==> src/rtl/uart_rx_ctrl.sv <==
// UART receiver: 2-flop synchronised rx, mid-bit sampling, LSB-first assembly into a show-ahead byte FIFO.
// Byte visible 1 cycle after the stop-bit sample; a full FIFO drops the byte and raises overrun unless popped that cycle.

module sync_fifo #(
    parameter int W     = 8,
    parameter int DEPTH = 4
) (
    input  logic         clk,
    input  logic         rst,
    input  logic         in_vld_i,
    input  logic [W-1:0] in_dat_i,
    input  logic         out_rdy_i,
    output logic         out_vld_o,
    output logic [W-1:0] out_dat_o,
    output logic         full_o
);
    localparam int PTR_W = (DEPTH > 1) ? $clog2(DEPTH) : 1;
    localparam logic [PTR_W:0] FULL_CNT = DEPTH[PTR_W:0];

    logic [W-1:0]     mem_q [DEPTH];
    logic [PTR_W-1:0] wr_ptr_q;
    logic [PTR_W-1:0] rd_ptr_q;
    logic [PTR_W:0]   count_q;
    logic [PTR_W:0]   count_d;
    logic             pop;
    logic             push;

    assign out_vld_o = (count_q != '0);
    assign full_o    = (count_q == FULL_CNT);
    assign pop       = out_vld_o && out_rdy_i;
    // When full, a simultaneous pop frees the head slot, which is exactly where wr_ptr points.
    assign push      = in_vld_i && (!full_o || pop);
    assign out_dat_o = mem_q[rd_ptr_q];

    always_comb begin
        count_d = count_q;
        if (push && !pop) begin
            count_d = count_q + 1'b1;
        end else if (pop && !push) begin
            count_d = count_q - 1'b1;
        end
    end

    always_ff @(posedge clk or posedge rst) begin
        if (rst) begin
            for (int i = 0; i < DEPTH; i++) begin
                mem_q[i] <= '0;
            end
            wr_ptr_q <= '0;
            rd_ptr_q <= '0;
            count_q  <= '0;
        end else begin
            if (push) begin
                mem_q[wr_ptr_q] <= in_dat_i;
                wr_ptr_q        <= wr_ptr_q + 1'b1;
            end
            if (pop) begin
                rd_ptr_q <= rd_ptr_q + 1'b1;
            end
            count_q <= count_d;
        end
    end
endmodule

module uart_rx_ctrl #(
    parameter int CLKS_PER_BIT = 868,
    parameter int FIFO_DEPTH   = 4
) (
    input  logic       clk,
    input  logic       rst,
    input  logic       rx,
    input  logic       rd_ready,
    input  logic       clr_err,
    output logic [7:0] data_out,
    output logic       data_valid,
    output logic       busy,
    output logic       frame_err,
    output logic       overrun
);
    localparam int CNT_W = $clog2(CLKS_PER_BIT);
    localparam logic [CNT_W-1:0] CNT_LAST = CNT_W'(CLKS_PER_BIT - 1);
    localparam logic [CNT_W-1:0] CNT_HALF = CNT_W'(CLKS_PER_BIT / 2 - 1);

    localparam logic [1:0] S_IDLE  = 2'd0;
    localparam logic [1:0] S_START = 2'd1;
    localparam logic [1:0] S_DATA  = 2'd2;
    localparam logic [1:0] S_STOP  = 2'd3;

    logic             rx_meta_q;
    logic             rx_s_q;
    logic [1:0]       state_q;
    logic [1:0]       state_d;
    logic [CNT_W-1:0] cnt_q;
    logic [CNT_W-1:0] cnt_d;
    logic [2:0]       idx_q;
    logic [2:0]       idx_d;
    logic [7:0]       sh_q;
    logic [7:0]       sh_d;
    logic             busy_q;
    logic             frame_err_q;
    logic             frame_err_d;
    logic             overrun_q;
    logic             overrun_d;
    logic             push_vld;
    logic             frame_set;
    logic             overrun_set;
    logic             fifo_full;

    always_ff @(posedge clk or posedge rst) begin
        if (rst) begin
            rx_meta_q <= 1'b1;
            rx_s_q    <= 1'b1;
        end else begin
            rx_meta_q <= rx;
            rx_s_q    <= rx_meta_q;
        end
    end

    always_comb begin
        state_d   = state_q;
        cnt_d     = cnt_q;
        idx_d     = idx_q;
        sh_d      = sh_q;
        push_vld  = 1'b0;
        frame_set = 1'b0;
        case (state_q)
            S_IDLE: begin
                if (!rx_s_q) begin
                    state_d = S_START;
                    cnt_d   = '0;
                end
            end
            S_START: begin
                if (cnt_q == CNT_HALF) begin
                    cnt_d = '0;
                    idx_d = '0;
                    // A start bit that is high again at mid-bit was noise.
                    state_d = rx_s_q ? S_IDLE : S_DATA;
                end else begin
                    cnt_d = cnt_q + 1'b1;
                end
            end
            S_DATA: begin
                if (cnt_q == CNT_LAST) begin
                    sh_d[idx_q] = rx_s_q;
                    cnt_d       = '0;
                    idx_d       = idx_q + 3'd1;
                    if (idx_q == 3'd7) begin
                        state_d = S_STOP;
                    end
                end else begin
                    cnt_d = cnt_q + 1'b1;
                end
            end
            S_STOP: begin
                if (cnt_q == CNT_LAST) begin
                    state_d   = S_IDLE;
                    cnt_d     = '0;
                    push_vld  = rx_s_q;
                    frame_set = !rx_s_q;
                end else begin
                    cnt_d = cnt_q + 1'b1;
                end
            end
            default: begin
                state_d = S_IDLE;
                cnt_d   = '0;
            end
        endcase
    end

    assign overrun_set = push_vld && fifo_full && !(data_valid && rd_ready);

    // Set beats clear when both land in the same cycle.
    always_comb begin
        frame_err_d = frame_err_q;
        overrun_d   = overrun_q;
        if (clr_err) begin
            frame_err_d = 1'b0;
            overrun_d   = 1'b0;
        end
        if (frame_set) begin
            frame_err_d = 1'b1;
        end
        if (overrun_set) begin
            overrun_d = 1'b1;
        end
    end

    always_ff @(posedge clk or posedge rst) begin
        if (rst) begin
            state_q     <= S_IDLE;
            cnt_q       <= '0;
            idx_q       <= '0;
            sh_q        <= '0;
            busy_q      <= 1'b0;
            frame_err_q <= 1'b0;
            overrun_q   <= 1'b0;
        end else begin
            state_q     <= state_d;
            cnt_q       <= cnt_d;
            idx_q       <= idx_d;
            sh_q        <= sh_d;
            busy_q      <= (state_d != S_IDLE);
            frame_err_q <= frame_err_d;
            overrun_q   <= overrun_d;
        end
    end

    sync_fifo #(
        .W     (8),
        .DEPTH (FIFO_DEPTH)
    ) u_fifo (
        .clk       (clk),
        .rst       (rst),
        .in_vld_i  (push_vld),
        .in_dat_i  (sh_q),
        .out_rdy_i (rd_ready),
        .out_vld_o (data_valid),
        .out_dat_o (data_out),
        .full_o    (fifo_full)
    );

    assign busy      = busy_q;
    assign frame_err = frame_err_q;
    assign overrun   = overrun_q;
endmodule
==> config.mk <==
export PLATFORM = sky130hd
export DESIGN_NAME = uart_rx_ctrl
export DESIGN_NICKNAME = d
export VERILOG_FILES = /design/src/rtl/uart_rx_ctrl.sv
export SDC_FILE = /design/constraint.sdc
export NUM_CORES = 1
export LEC_CHECK = 0
export CAP_MARGIN = 20
export CORE_ASPECT_RATIO = 0.5
export CORE_MARGIN = 10
export CORE_UTILIZATION = 55
export DETAILED_ROUTE_END_ITERATION = 8
export PLACE_DENSITY_LB_ADDON = 0.1
export SYNTH_ARGS = -nofsm -noshare
export SYNTH_HDL_FRONTEND = slang
export SYNTH_SLANG_ARGS = --single-unit
==> constraint.sdc <==
create_clock -name clk -period 4.4 [get_ports clk]
set_clock_uncertainty 0.05 [all_clocks]
set_input_delay 0.88 -clock clk [delete_from_list [all_inputs] [get_ports clk]]
set_output_delay 0.88 -clock clk [all_outputs]
set_load 0.02 [all_outputs]
After elaboration in Yosys (flattened, before gate mapping) --
Cells that the tools add are included.
Word-level totals: bits in registers 67, input bits 5, output and inout port bits 12, logic and storage cells 94
Operators by class: add/sub/neg operators 6, $lt $le $gt $ge 5, equality and inequality tests 10, muxes and demuxes 32, bitwise logic cells 2, reduce and logical (&&, ||, !) cells 23
Operator list (number):
- $bwmux 32 | 1
- $mux 10 | 3
- $pmux 10 s3 | 1
- $mux 8 | 3
- $bmux 8 s2 | 1
- $demux 8 s2 | 1
- $mux 2 | 6
- $mux 3 | 4
- $add 10x1->10 const B | 1
- $eq 10x10->1 const B | 1
- $eq 10x9->1 const B | 1
- $reduce_bool 2->1 | 5
- $bwmux 8 | 1
- $logic_and 1x1->1 | 8
- $mux 1 | 8
- $pmux 2 s4 | 1
- $add 3x1->3 const B | 2
- $eq 3x3->1 const B | 2
- $ge 3x3->1 const B | 2
- $ne 2x2->1 const B | 3
- $not 2->3 | 2
- $pmux 3 s2 | 1
- $add 2x1->2 const B | 2
- $eq 2x2->1 const B | 2
- other kinds (13) | 16

Logic depth before layout (Yosys ltp) --
depth after elaboration 8, mapped depth 11, depth with buffers taken out 11

Cells and area by module --
Synthesis repeated with hierarchy kept, for this count alone.
Unflattened totals: cells, all modules 253, area, all modules 3435.8 um^2
By module, submodules not included:
- sync_fifo | instances 1, cells each 115, area an instance 1956.9 um^2, seq. area each 975.9 um^2
- uart_rx_ctrl | instances 1, cells each 138, area an instance 1478.9 um^2, seq. area each 703.2 um^2

Least setup slack after synthesis --
Ideal clock, no wire load.
path kind input -> register, start input port rd_ready, end register u_fifo.count_q[1], setup time 0.125 ns, data arrival time 2.870 ns, required time 4.225 ns, setup slack 1.355 ns, stages on the path 8, buffers on the path 1, path through or4b_2 buf_2 or4b_2 inv_1 ha_1 inv_1 fa_1 mux2_2
Between the ends: elaborated cells between the ends (all ways) 9, classes of those cells mux (1); reduce/logical (8)
RTL lines:
- start, declared | line 72 | input logic rd_ready,
- $logic_and 1x1->1 | line 30 | assign pop = out_vld_o && out_rdy_i;
- $logic_or 1x1->1 | line 32 | assign push = in_vld_i && (!full_o || pop);
- $logic_and 1x1->1 | line 32
- net u_fifo.push | line 26 | logic push;
- $logic_and 1x1->1 | line 37 | if (push && !pop) begin
- $mux 3 | line 37
- net u_fifo.count_d[1] | line 24 | logic [PTR_W:0] count_d;
- end signal, assigned | line 60 | count_q <= count_d;
- end, declared | line 23 | logic [PTR_W:0] count_q;
The timed path passes the listed nets, and every way through them passes these cells. A chain may end at the register's enable or synchronous reset.

Worst setup path in the final report --
start register cnt_q[0], end register u_fifo.count_q[2]
Between the ends: cells in the longest elaborated chain, start to end 7, elaborated cells between the ends (all ways) 9, classes of those cells eq/ne (1); mux (3); reduce/logical (5)
Ends and longest elaborated chain:
- start, declared | line 93 | logic [CNT_W-1:0] cnt_q;
- start signal, assigned | line 201 | cnt_q <= cnt_d;
- $eq 10x10->1 * | line 156 | if (cnt_q == CNT_LAST) begin
- $mux 1 * | line 156
- $mux 1 * | line 126 | case (state_q)
- $logic_and 1x1->1 * | line 32
- net u_fifo.push | line 26
- $logic_not 1->1 | line 39 | end else if (pop && !push) begin
- $logic_and 1x1->1 | line 39
- $reduce_bool 2->1 (no source line)
Mark *: on every way through the listed nets, which the timed path passes. The rest lies on a longest branch.

==> impl_metrics.csv <==
group,metric,value,unit
logic_synthesis,synth_top_area_cell,"dfrtp_1",
cells_and_area,antenna_cells,0,
setup_path,crit_arrival,3.53,ns
logic_synthesis,synth_ff_type,"dfrtp_1",
clock_network,insertion_delay,0.33,ns
sta,setup_ws,1.06,ns
logic_synthesis,synth_commonest_cells,"dfrtp_1 (65), mux2_2 (26), nand2_1 (18), mux2_1 (16), inv_1 (14)",
drt,drt_wl_total,6.50,mm
drt,ant_nets,0,
placement,place.gp.congestion,0.918,
hold_path,min_path_type,"reg2reg",
placement,dp.final_hpwl,4.54,mm
clock_network,post_cts_resized,0,
sta,setup_viol,0,
logic_synthesis,yosysUniqueCellTypes,48,
sta,max_slew_margin,33.7,%
setup_path,crit_required,4.60,ns
sta,period_share,75.9,%
setup_path,endpoint_kind,"flop",
sta,slew_viol_final,0,
logic_synthesis,avgSynthCellArea,12.8,sq um
logic_synthesis,ys_warn_count,0,
drt,route.detailed.drc,0,
floorplanning,dieArea,9780,sq um
cells_and_area,nets,296,
clock_network,cts_tree,"built",
cells_and_area,syn_to_final_growth,14.5,%
power_and_ir_drop,vdd_drop_max,0.000333,V
logic_synthesis,synth-simple-area-share,14.5,%
sta,timing.fmax,0.300,GHz
sta,rsz0062_at_grt,"no",
floorplanning,row_count,19,
cells_and_area,layoutNonFillerInstCount,357,
setup_path,path_class,"reg2reg",
sta,tightest_slew,0.988,ns
placement,dp.cells,342,
run,drv_cap,0,
clock_network,cts_root_buf,"clkbuf_16",
drt,post_drt_wl_per_cell,18.2,um
placement,port_buffers,16,
grt,grt_start_max_net_pins,50,
grt,grt_pass1_vias,2147,
logic_synthesis,yosysSeqAreaShare,50.3,%
logic_synthesis,synth_cells,261,
floorplanning,initial_core_util,58.8,%
logic_synthesis,async_flop_share,100,%
logic_synthesis,syn_nets,276,
clock_network,clkSinkCount,67,
logic_synthesis,synth_edf_count,0,
clock_network,clockBufferDepth,2,
placement,pre_cts_slack,0.739,ns
setup_path,critPathMaxFanout,7,
power_and_ir_drop,pwr_density_cell,379,nW/um^2
sta,setup_tns,0,ns
grt,grtUsageTotal,14.6,%
power_and_ir_drop,p_leak,1.73,nW
cells_and_area,utilization,67.3,%
clock_network,cts.clk_slew.worst_paths,0.05,ns
floorplanning,die_h,75.1,um
sta,min_period,3.34,ns
setup_path,startpoint_type,"flop",
floorplanning,io_pins,17,
drt,num_vias,2146,
drt,vias_per_cell,6.01,
placement,placedInstanceArea,3560,sq um
clock_network,post-cts-setup-buffers,0,
logic_synthesis,synth_adder_area_share,3.97,%
floorplanning,core,5680,sq um
logic_synthesis,synth_top_family_by_area,"multiplexers",
cells_and_area,fin_area,3830,sq um
clock_network,cts_hold_buf,0,
drt,drtIter0Drc,123,
floorplanning,chipWidth,130,um
clock_network,htree_levels,3,
grt,antenna_found_initial,0,
grt,grt_pass1_wl,10.9,mm
logic_synthesis,ys_ff_latch,67,
logic_synthesis,yosysMostFrequentCell,"dfrtp_1",
outcome,outcome,"finished clean",
logic_synthesis,syn_area,3340,sq um
logic_synthesis,synth_compound_area_share,5.62,%
cells_and_area,drive_above_1_share,21.1,%
logic_synthesis,synth_mux_area_share,20.4,%
logic_synthesis,synth_top_area_share,48.7,%
grt,grt_remaining_overflow,0,
logic_synthesis,synth_xor_area_share,2.36,%
logic_synthesis,synth.top_cells.by_area,"dfrtp_1 (49%), mux2_2 (8.8%), mux2_1 (5.4%)",
sta,hold_viol_final,0,
clock_network,cts_inserted_buffers,9,
drt,firstDrtPassIters,4,
[registers in the layout (all words and copies together) (netlist names), 2 cells and up]
register         count
sh_q                 8
cnt_q               10
state_q              2
idx_q                3
u_fifo.rd_ptr_q      2
u_fifo.wr_ptr_q      2
u_fifo.mem_q        32
u_fifo.count_q       3
[path summary, 6_finish.rpt]
path / start / to / slack (ns) / cells after the start
worst min-delay path: rx_meta_q$_DFF_PP1_ / rx_s_q$_DFF_PP1_ / 0.31 / 0
worst max-delay path: cnt_q[0]$_DFFE_PP0P_ / u_fifo.count_q[2]$_DFFE_PP0P_ / 1.06 / 11
worst min register to register: rx_meta_q$_DFF_PP1_ / rx_s_q$_DFF_PP1_ / 0.31 / 0
worst max register to register: cnt_q[0]$_DFFE_PP0P_ / u_fifo.count_q[2]$_DFFE_PP0P_ / 1.06 / 11
max in group asynchronous: rst / u_fifo.mem_q[19]$_DFFE_PP0P_ / 2.82 / 4
min in group asynchronous: rst / cnt_q[2]$_DFFE_PP0P_ / 0.71 / 2
[logic make-up after synthesis]
logic type	count (synthesis)
DFF	67
and+or+nand+nor	73
muxes	53
buffers and inverters	23
AOI/OAI and AO/OA	26
adders and majority gates	10
xor gates and xnor gates	9
[report_power, final]
part	internal [W]	switching, W	leakage, nW	total [W]
clock network	0.000372	0.000235	0.121	0.000607
registers	0.000643	0.0000695	0.893	0.000713
logic	0.0000761	0.0000525	0.718	0.000129
total	0.00109	0.000357	1.73	0.00145
[through the flow]
step / hold slack (ns) / total power (W)
6_report: 0.306 / 0.00145
3_5_place_dp: 0.299 / 0.000853
3_3_place_gp: 0.296 / 0.000844
2_1_floorplan: 0.295 / 0.000808
4_1_cts: 0.307 / 0.00147
5_1_grt: 0.311 / 0.00152
[critical path, cell delays in order (launching register included)]
cell and delay (ns):
dfrtp_1 0.45, ha_1 0.28, nor4bb_1 0.41, nand3_1 0.16
or4b_2 0.73, inv_1 0.10, ha_1 0.19, inv_1 0.06
fa_1 0.38, xor2_1 0.17, nor2_1 0.11, xor2_1 0.16
[routing by layer]
| metal | global-route usage, % | wire, um |
|---|---|---|
| met1 | 17.8 | 3010 |
| met2 | 23.5 | 3110 |
| met3 | 4.98 | 283 |
| met4 | 6.56 | 89 |
| met5 | 0 | 0 |
[layout by cell type, fill, tap and decap left out, types with 3 or more instances in the layout]
| cell | n |
|---|---|
| mux4_2 | 8 |
| inv_1 | 13 |
| xor2_1 | 5 |
| o21ai_0 | 4 |
| dfrtp_1 | 65 |
| nand3_1 | 12 |
| clkbuf_16 | 9 |
| mux2i_1 | 3 |
| nand4_1 | 8 |
| nor3_1 | 3 |
| mux2_2 | 26 |
| a21oi_1 | 3 |
| nand2_1 | 18 |
| mux2_1 | 16 |
| nand4_4 | 4 |
| o211ai_1 | 4 |
| clkdlybuf4s50_1 | 16 |
| a31oi_1 | 3 |
| xnor2_1 | 4 |
| nor2_1 | 7 |
| ha_1 | 9 |
[layout make-up]
class	count	area, sq um
clock buffer	11	233
clock inverter	3	17.5
fill	405	1860
inverter	14	52.6
multi-input combinational	171	1570
sequential	67	1680
tap	73	91.3
timing repair buffer	18	188
Power figures use the tool's default switching activity.
